### src/rtl/mcoc_boot_arb.sv
// -----------------------------------------------------------------------------
// mcoc_boot_arb
//
// Purpose:
//   Two-port arbiter and read sequencer for the 32-bit boot ROM fetch port.
//   The CPU instruction fetch (port I) and the debug/loader data read
//   (port D) share the port. The block issues one read per cycle, tracks
//   which port owns each read in flight, and routes each response back to
//   that port. It also checks every address against the ROM size.
//
//   Pipeline (t = grant cycle):
//     t   : combinational grant, winner's address/width selected
//     t+1 : fadr/fcmdl presented to the ROM (stage 1 holds owner + range)
//     t+2 : ROM data on fdat, stage 2 steers it to the owner
//   The latency is a fixed 2 cycles. Responses return in issue order, and
//   there is no response backpressure.
//
// Parameters:
//   ROM_AW : byte-address width of the ROM. An address is out of range when
//            any of adr[15:ROM_AW] is set.
//   RR_EN  : 1 = round-robin between I and D. 0 = fixed priority, I wins.
//
// Ports:
//   clk, rst_n       : clock, asynchronous active-low reset
//   i_req/i_adr/i_cmdl : instruction read request, byte address, width
//   i_gnt            : I request accepted this cycle
//   i_vld/i_dat      : I response valid / data (0 when out of range)
//   d_req/d_adr/d_cmdl : data read request, byte address, width
//   d_gnt            : D request accepted this cycle
//   d_vld/d_dat      : D response valid / data (0 when out of range)
//   d_err            : qualifies d_vld, the address was out of range
//   fadr/fcmdl       : registered ROM address / width select
//   fdat             : ROM read data, registered inside the ROM
// -----------------------------------------------------------------------------
module mcoc_boot_arb #(
  parameter int ROM_AW = 8,
  parameter bit RR_EN  = 1'b1
) (
  input  logic        clk,
  input  logic        rst_n,
  input  logic        i_req,
  input  logic [15:0] i_adr,
  input  logic        i_cmdl,
  output logic        i_gnt,
  output logic        i_vld,
  output logic [31:0] i_dat,
  input  logic        d_req,
  input  logic [15:0] d_adr,
  input  logic        d_cmdl,
  output logic        d_gnt,
  output logic        d_vld,
  output logic [31:0] d_dat,
  output logic        d_err,
  output logic [15:0] fadr,
  output logic        fcmdl,
  input  logic [31:0] fdat
);

  // Owner tags carried down the pipeline.
  localparam logic TAG_I = 1'b0;
  localparam logic TAG_D = 1'b1;

  // True when the address reaches past the ROM (any bit at or above ROM_AW).
  function automatic logic addr_oor(input logic [15:0] adr);
    logic [15:0] hi;
    hi = adr >> ROM_AW;
    return (hi != 16'h0000);
  endfunction

  // Arbitration state and pipeline stages.
  logic        rr_last_r;   // last granted port, reset to D so I wins first
  logic        s1_vld_r;
  logic        s1_tag_r;
  logic        s1_oor_r;
  logic        s2_vld_r;
  logic        s2_tag_r;
  logic        s2_oor_r;

  // Winner selection results.
  logic        gnt_any_s;
  logic        win_tag_s;
  logic [15:0] win_adr_s;
  logic        win_cmdl_s;
  logic [31:0] resp_dat_s;

  // Grant decision: a single requester always wins. On contention, pick by
  // round-robin (the port not granted last) or by fixed I priority.
  always_comb begin
    i_gnt = 1'b0;
    d_gnt = 1'b0;
    if (i_req && d_req) begin
      if ((RR_EN == 1'b1) && (rr_last_r == TAG_I)) begin
        d_gnt = 1'b1;
      end else begin
        i_gnt = 1'b1;
      end
    end else if (i_req) begin
      i_gnt = 1'b1;
    end else if (d_req) begin
      d_gnt = 1'b1;
    end else begin
      i_gnt = 1'b0;
      d_gnt = 1'b0;
    end
  end

  // Steer the winner's address and width towards the issue register.
  always_comb begin
    gnt_any_s  = i_gnt | d_gnt;
    win_tag_s  = TAG_I;
    win_adr_s  = i_adr;
    win_cmdl_s = i_cmdl;
    if (d_gnt) begin
      win_tag_s  = TAG_D;
      win_adr_s  = d_adr;
      win_cmdl_s = d_cmdl;
    end else begin
      win_tag_s  = TAG_I;
      win_adr_s  = i_adr;
      win_cmdl_s = i_cmdl;
    end
  end

  // Issue stage: launch the granted read to the ROM and record its owner.
  // With no grant the ROM address holds and stage 1 empties.
  always_ff @(posedge clk or negedge rst_n) begin
    if (!rst_n) begin
      fadr      <= 16'h0000;
      fcmdl     <= 1'b0;
      s1_vld_r  <= 1'b0;
      s1_tag_r  <= TAG_I;
      s1_oor_r  <= 1'b0;
      rr_last_r <= TAG_D;
    end else begin
      if (gnt_any_s) begin
        fadr      <= win_adr_s;
        fcmdl     <= win_cmdl_s;
        s1_vld_r  <= 1'b1;
        s1_tag_r  <= win_tag_s;
        s1_oor_r  <= addr_oor(win_adr_s);
        rr_last_r <= win_tag_s;
      end else begin
        s1_vld_r  <= 1'b0;
      end
    end
  end

  // Data stage: follows the ROM's own output register by one edge.
  always_ff @(posedge clk or negedge rst_n) begin
    if (!rst_n) begin
      s2_vld_r <= 1'b0;
      s2_tag_r <= TAG_I;
      s2_oor_r <= 1'b0;
    end else begin
      s2_vld_r <= s1_vld_r;
      s2_tag_r <= s1_tag_r;
      s2_oor_r <= s1_oor_r;
    end
  end

  // Response steering: only the owner sees data. Out-of-range reads return
  // zero. Only port D gets an error flag, because the CPU traps I-side range
  // faults elsewhere.
  always_comb begin
    i_vld = 1'b0;
    d_vld = 1'b0;
    i_dat = 32'h0000_0000;
    d_dat = 32'h0000_0000;
    d_err = 1'b0;
    if (s2_oor_r) begin
      resp_dat_s = 32'h0000_0000;
    end else begin
      resp_dat_s = fdat;
    end
    if (s2_vld_r) begin
      if (s2_tag_r == TAG_D) begin
        d_vld = 1'b1;
        d_dat = resp_dat_s;
        d_err = s2_oor_r;
      end else begin
        i_vld = 1'b1;
        i_dat = resp_dat_s;
      end
    end else begin
      i_vld = 1'b0;
      d_vld = 1'b0;
    end
  end

endmodule

### config.mk
export PLATFORM = sky130hd
export DESIGN_NAME = mcoc_boot_arb
export DESIGN_NICKNAME = d
export VERILOG_FILES = /design/src/rtl/mcoc_boot_arb.sv
export SDC_FILE = /design/constraint.sdc
export NUM_CORES = 1
export LEC_CHECK = 0
export ABC_CLOCK_PERIOD_IN_PS = 2250
export BUFFER_PORTS_ARGS = -buffer_cell sky130_fd_sc_hd__buf_4
export CORE_MARGIN = 5
export CORE_UTILIZATION = 38
export DETAILED_ROUTE_END_ITERATION = 12
export PLACE_DENSITY = 0.83
export SETUP_SLACK_MARGIN = 0.2
export SLEW_MARGIN = 20
export SYNTH_ARGS = -nofsm -noshare
export SYNTH_HDL_FRONTEND = slang
export SYNTH_SLANG_ARGS = --single-unit
### constraint.sdc
create_clock -name clk -period 2.25 [get_ports clk]
set_input_delay 0.45 -clock clk [delete_from_list [all_inputs] [get_ports clk]]
set_output_delay 0.45 -clock clk [all_outputs]
set_load 0.005 [all_outputs]
==> results.json <==
{
  "fin_cells": 406,
  "ir_drop_v": 0.000354,
  "status": "finished clean",
  "rsz0062_at_grt": "false",
  "cts_tree": "done",
  "fin_crit_ns": 1.91,
  "dp_hpwl_mm": 4.82,
  "fin_nets": 427,
  "synthMostInstantiatedCell": "nor2_1",
  "crit_path_top_delay_cell": "dfstp_2",
  "hold_violations": 0,
  "max_freq_mhz": 525,
  "ys.flop_type": "dfrtp_1",
  "drt-pass1-iter-count": 4,
  "wire_per_inst_um": 14.3,
  "htree_levels": 1,
  "dp_cells": 402,
  "die_w_um": 73.5,
  "r2r_slack_ns": 0.85,
  "num_rows": 23,
  "synth_top_area_cell": "dfrtp_1",
  "overflow": 0,
  "fillers": 350,
  "worstPathRequired_ns": 1.80,
  "rr_worst_depth": 4,
  "cp_cell_sequence": "nand2b_1 > nand2_1 > inv_1 > buf_4",
  "drt-total-wl_mm": 5.80,
  "syn_inst": 208,
  "fin_hold_ws_ns": 0.0673,
  "antenna_found_initial": 0,
  "finClkSkew_ns": 0.000594,
  "crit_path_max_incr_delay_ns": 0.55,
  "die_h_um": 73.5,
  "dieArea_um2": 5410,
  "yosysWarnings": 0,
  "drive_gt1_share_pct": 46.6,
  "synth_common_cells": "64 x nor2_1, 34 x nand2b_1, 28 x nand2_1",
  "dr.first_iter.drc_count": 57,
  "grt_pass1_vias": 1862,
  "io_pins": 156,
  "hold_class": "input port to asynchronous set/reset pin",
  "max_cap_violations": 0,
  "reg2reg_to": "fadr[15]",
  "synth_nets": 278,
  "path_class": "flop to primary output",
  "fin_crit_sh_pct": 84.7,
  "syn_area_per_cell_um2": 7.37,
  "cts.repair.resized": 0,
  "grt_first_pass_wirelength_mm": 8.77,
  "clockRootBuffer": "clkbuf_8",
  "leakage_uw": 0.00143,
  "start_util_pct": 38.9,
  "syn_area_um2": 1530,
  "grt_use_total_pct": 20.6,
  "synth_top_area_share_pct": 37.5,
  "insertedDiodeCount": 0,
  "globalplace.congestion": 0.821,
  "slew_violations": 0,
  "antenna_left": 0,
  "synthArstFlopShare_pct": 100,
  "pwr_density_cell_nw_per_um2": 391,
  "slew_headroom_pct": 71.3,
  "port_buffers": 155,
  "drc_errors": 0,
  "ys_seq_area_share_pct": 39.2,
  "postCtsSetupBuffers": 0,
  "setup-violations-final": 0,
  "start_kind": "flop",
  "dr_total_vias": 1932,
  "clk_pin_slew_ns": 0.08,
  "syn_to_final_growth_pct": 80.8,
  "cts_hold_buf": 0,
  "max_slew.worst_pin.slew_ns": 0.431,
  "clock_latency_ns": 0.26,
  "synth_enable_flop_cells": 0,
  "numCtsBuffers": 3,
  "tns_ns": 0,
  "clock_sinks": 24,
  "end_kind": "primary output",
  "netlist_top_cells_area": "dfrtp_1 38%, nor2_1 16%, nand2b_1 14%, nand2_1 6.9%, mux2i_1 5.2%",
  "arrival_ns": 1.46,
  "cts_max_path_buffers": 2,
  "coreArea_um2": 3940,
  "path_max_fanout": 11,
  "grt_max_degree": 34,
  "r2r-start": "rr_last_r",
  "synth-seq-cells": 24,
  "yosysUniqueCellTypes": 21,
  "p_total_uw": 1080,
  "vias_per_cell": 4.76
}
-- area by class of cell --
class | instances | area, µm² | share of cell area, %
repair buffers | 160 | 1200 | 43.3
multi-input cells | 163 | 843 | 30.4
inverters | 5 | 18.8 | 0.677
clock buffers | 4 | 45.0 | 1.62
flip-flops and latches | 24 | 602 | 21.7
well taps | 50 | 62.6 | 2.26
-- power by group --
group | internal, µW | switching (µW)
registers | 478 | 26.3
clock network | 126 | 125
logic | 179 | 149
total | 783 | 301
-- critical path: cells and delay by family, from the launching register on --
family                 cells  cell delay (ns)
flip-flops                 1             0.55
buffers and inverters      2             0.17
AND/OR/NAND/NOR            2             0.47
-- per-layer routing --
metal	up-vias	GRT usage [%]	share of wire, %
li1	965	-	-
met1	865	23.7	35
met2	94	38.0	53
met3	8	3.56	10
met4	0	6.84	1.3
met5	-	0	0
-- worst max path at each step --
stage / startpoint / to / slack (ns) / cells after the start
after global routing: rr_last_r / i_gnt / 0.26 / 4
after detailed placement: i_req / fadr[15] / 0.59 / 5
final: rr_last_r / i_gnt / 0.34 / 4
after global placement: i_req / fadr[15] / 0.65 / 5
after CTS: rr_last_r / i_gnt / 0.34 / 4
after floorplan: rr_last_r / i_gnt / 0.74 / 4
-- sequential cells by signal (all words and copies together), names as in the netlist --
register / count
fadr: 16
fcmdl: 1
rr_last_r: 1
s1_oor_r: 1
s1_tag_r: 1
s1_vld_r: 1
s2_oor_r: 1
s2_tag_r: 1
s2_vld_r: 1
-- metrics by stage --
stage | instance area (µm²) | setup slack [ns] | utilization (%)
floorplan | 1530 | 0.741 | -
global placement | 2730 | 0.654 | 69.2
detailed placement | 2730 | 0.591 | 69.2
CTS | 2770 | 0.341 | 70.3
global route | 2770 | 0.261 | 70.3
finish | 2770 | 0.345 | 70.3
-- layout by cell type (no fill, tap or decap) --
master      n
a21boi_2    1
a32oi_1     9
and3_1      1
buf_4     160
clkbuf_1    1
clkbuf_8    3
dfrtp_1    23
dfstp_2     1
inv_1       5
mux2i_1     8
nand2_1    28
nand2b_1   34
nand4_1     1
nand4b_1    1
nor2_1     64
nor2_2      1
nor4_1      4
o211a_1     1
o21a_1      1
o21ai_0     1
o21ai_1     8
-- kinds of logic (layout without fill, tap and decap cells) --
kind of cell	count (synthesis)	after routing	share of synthesized area [%]
DFF	24	24	39.2
buffers and inverters	21	169	5.79
AOI/OAI and AO/OA	21	21	9.95
muxes	8	8	5.22
and+or+nand+nor	134	134	39.8
Note: power is estimated with default switching activity, not from simulation.
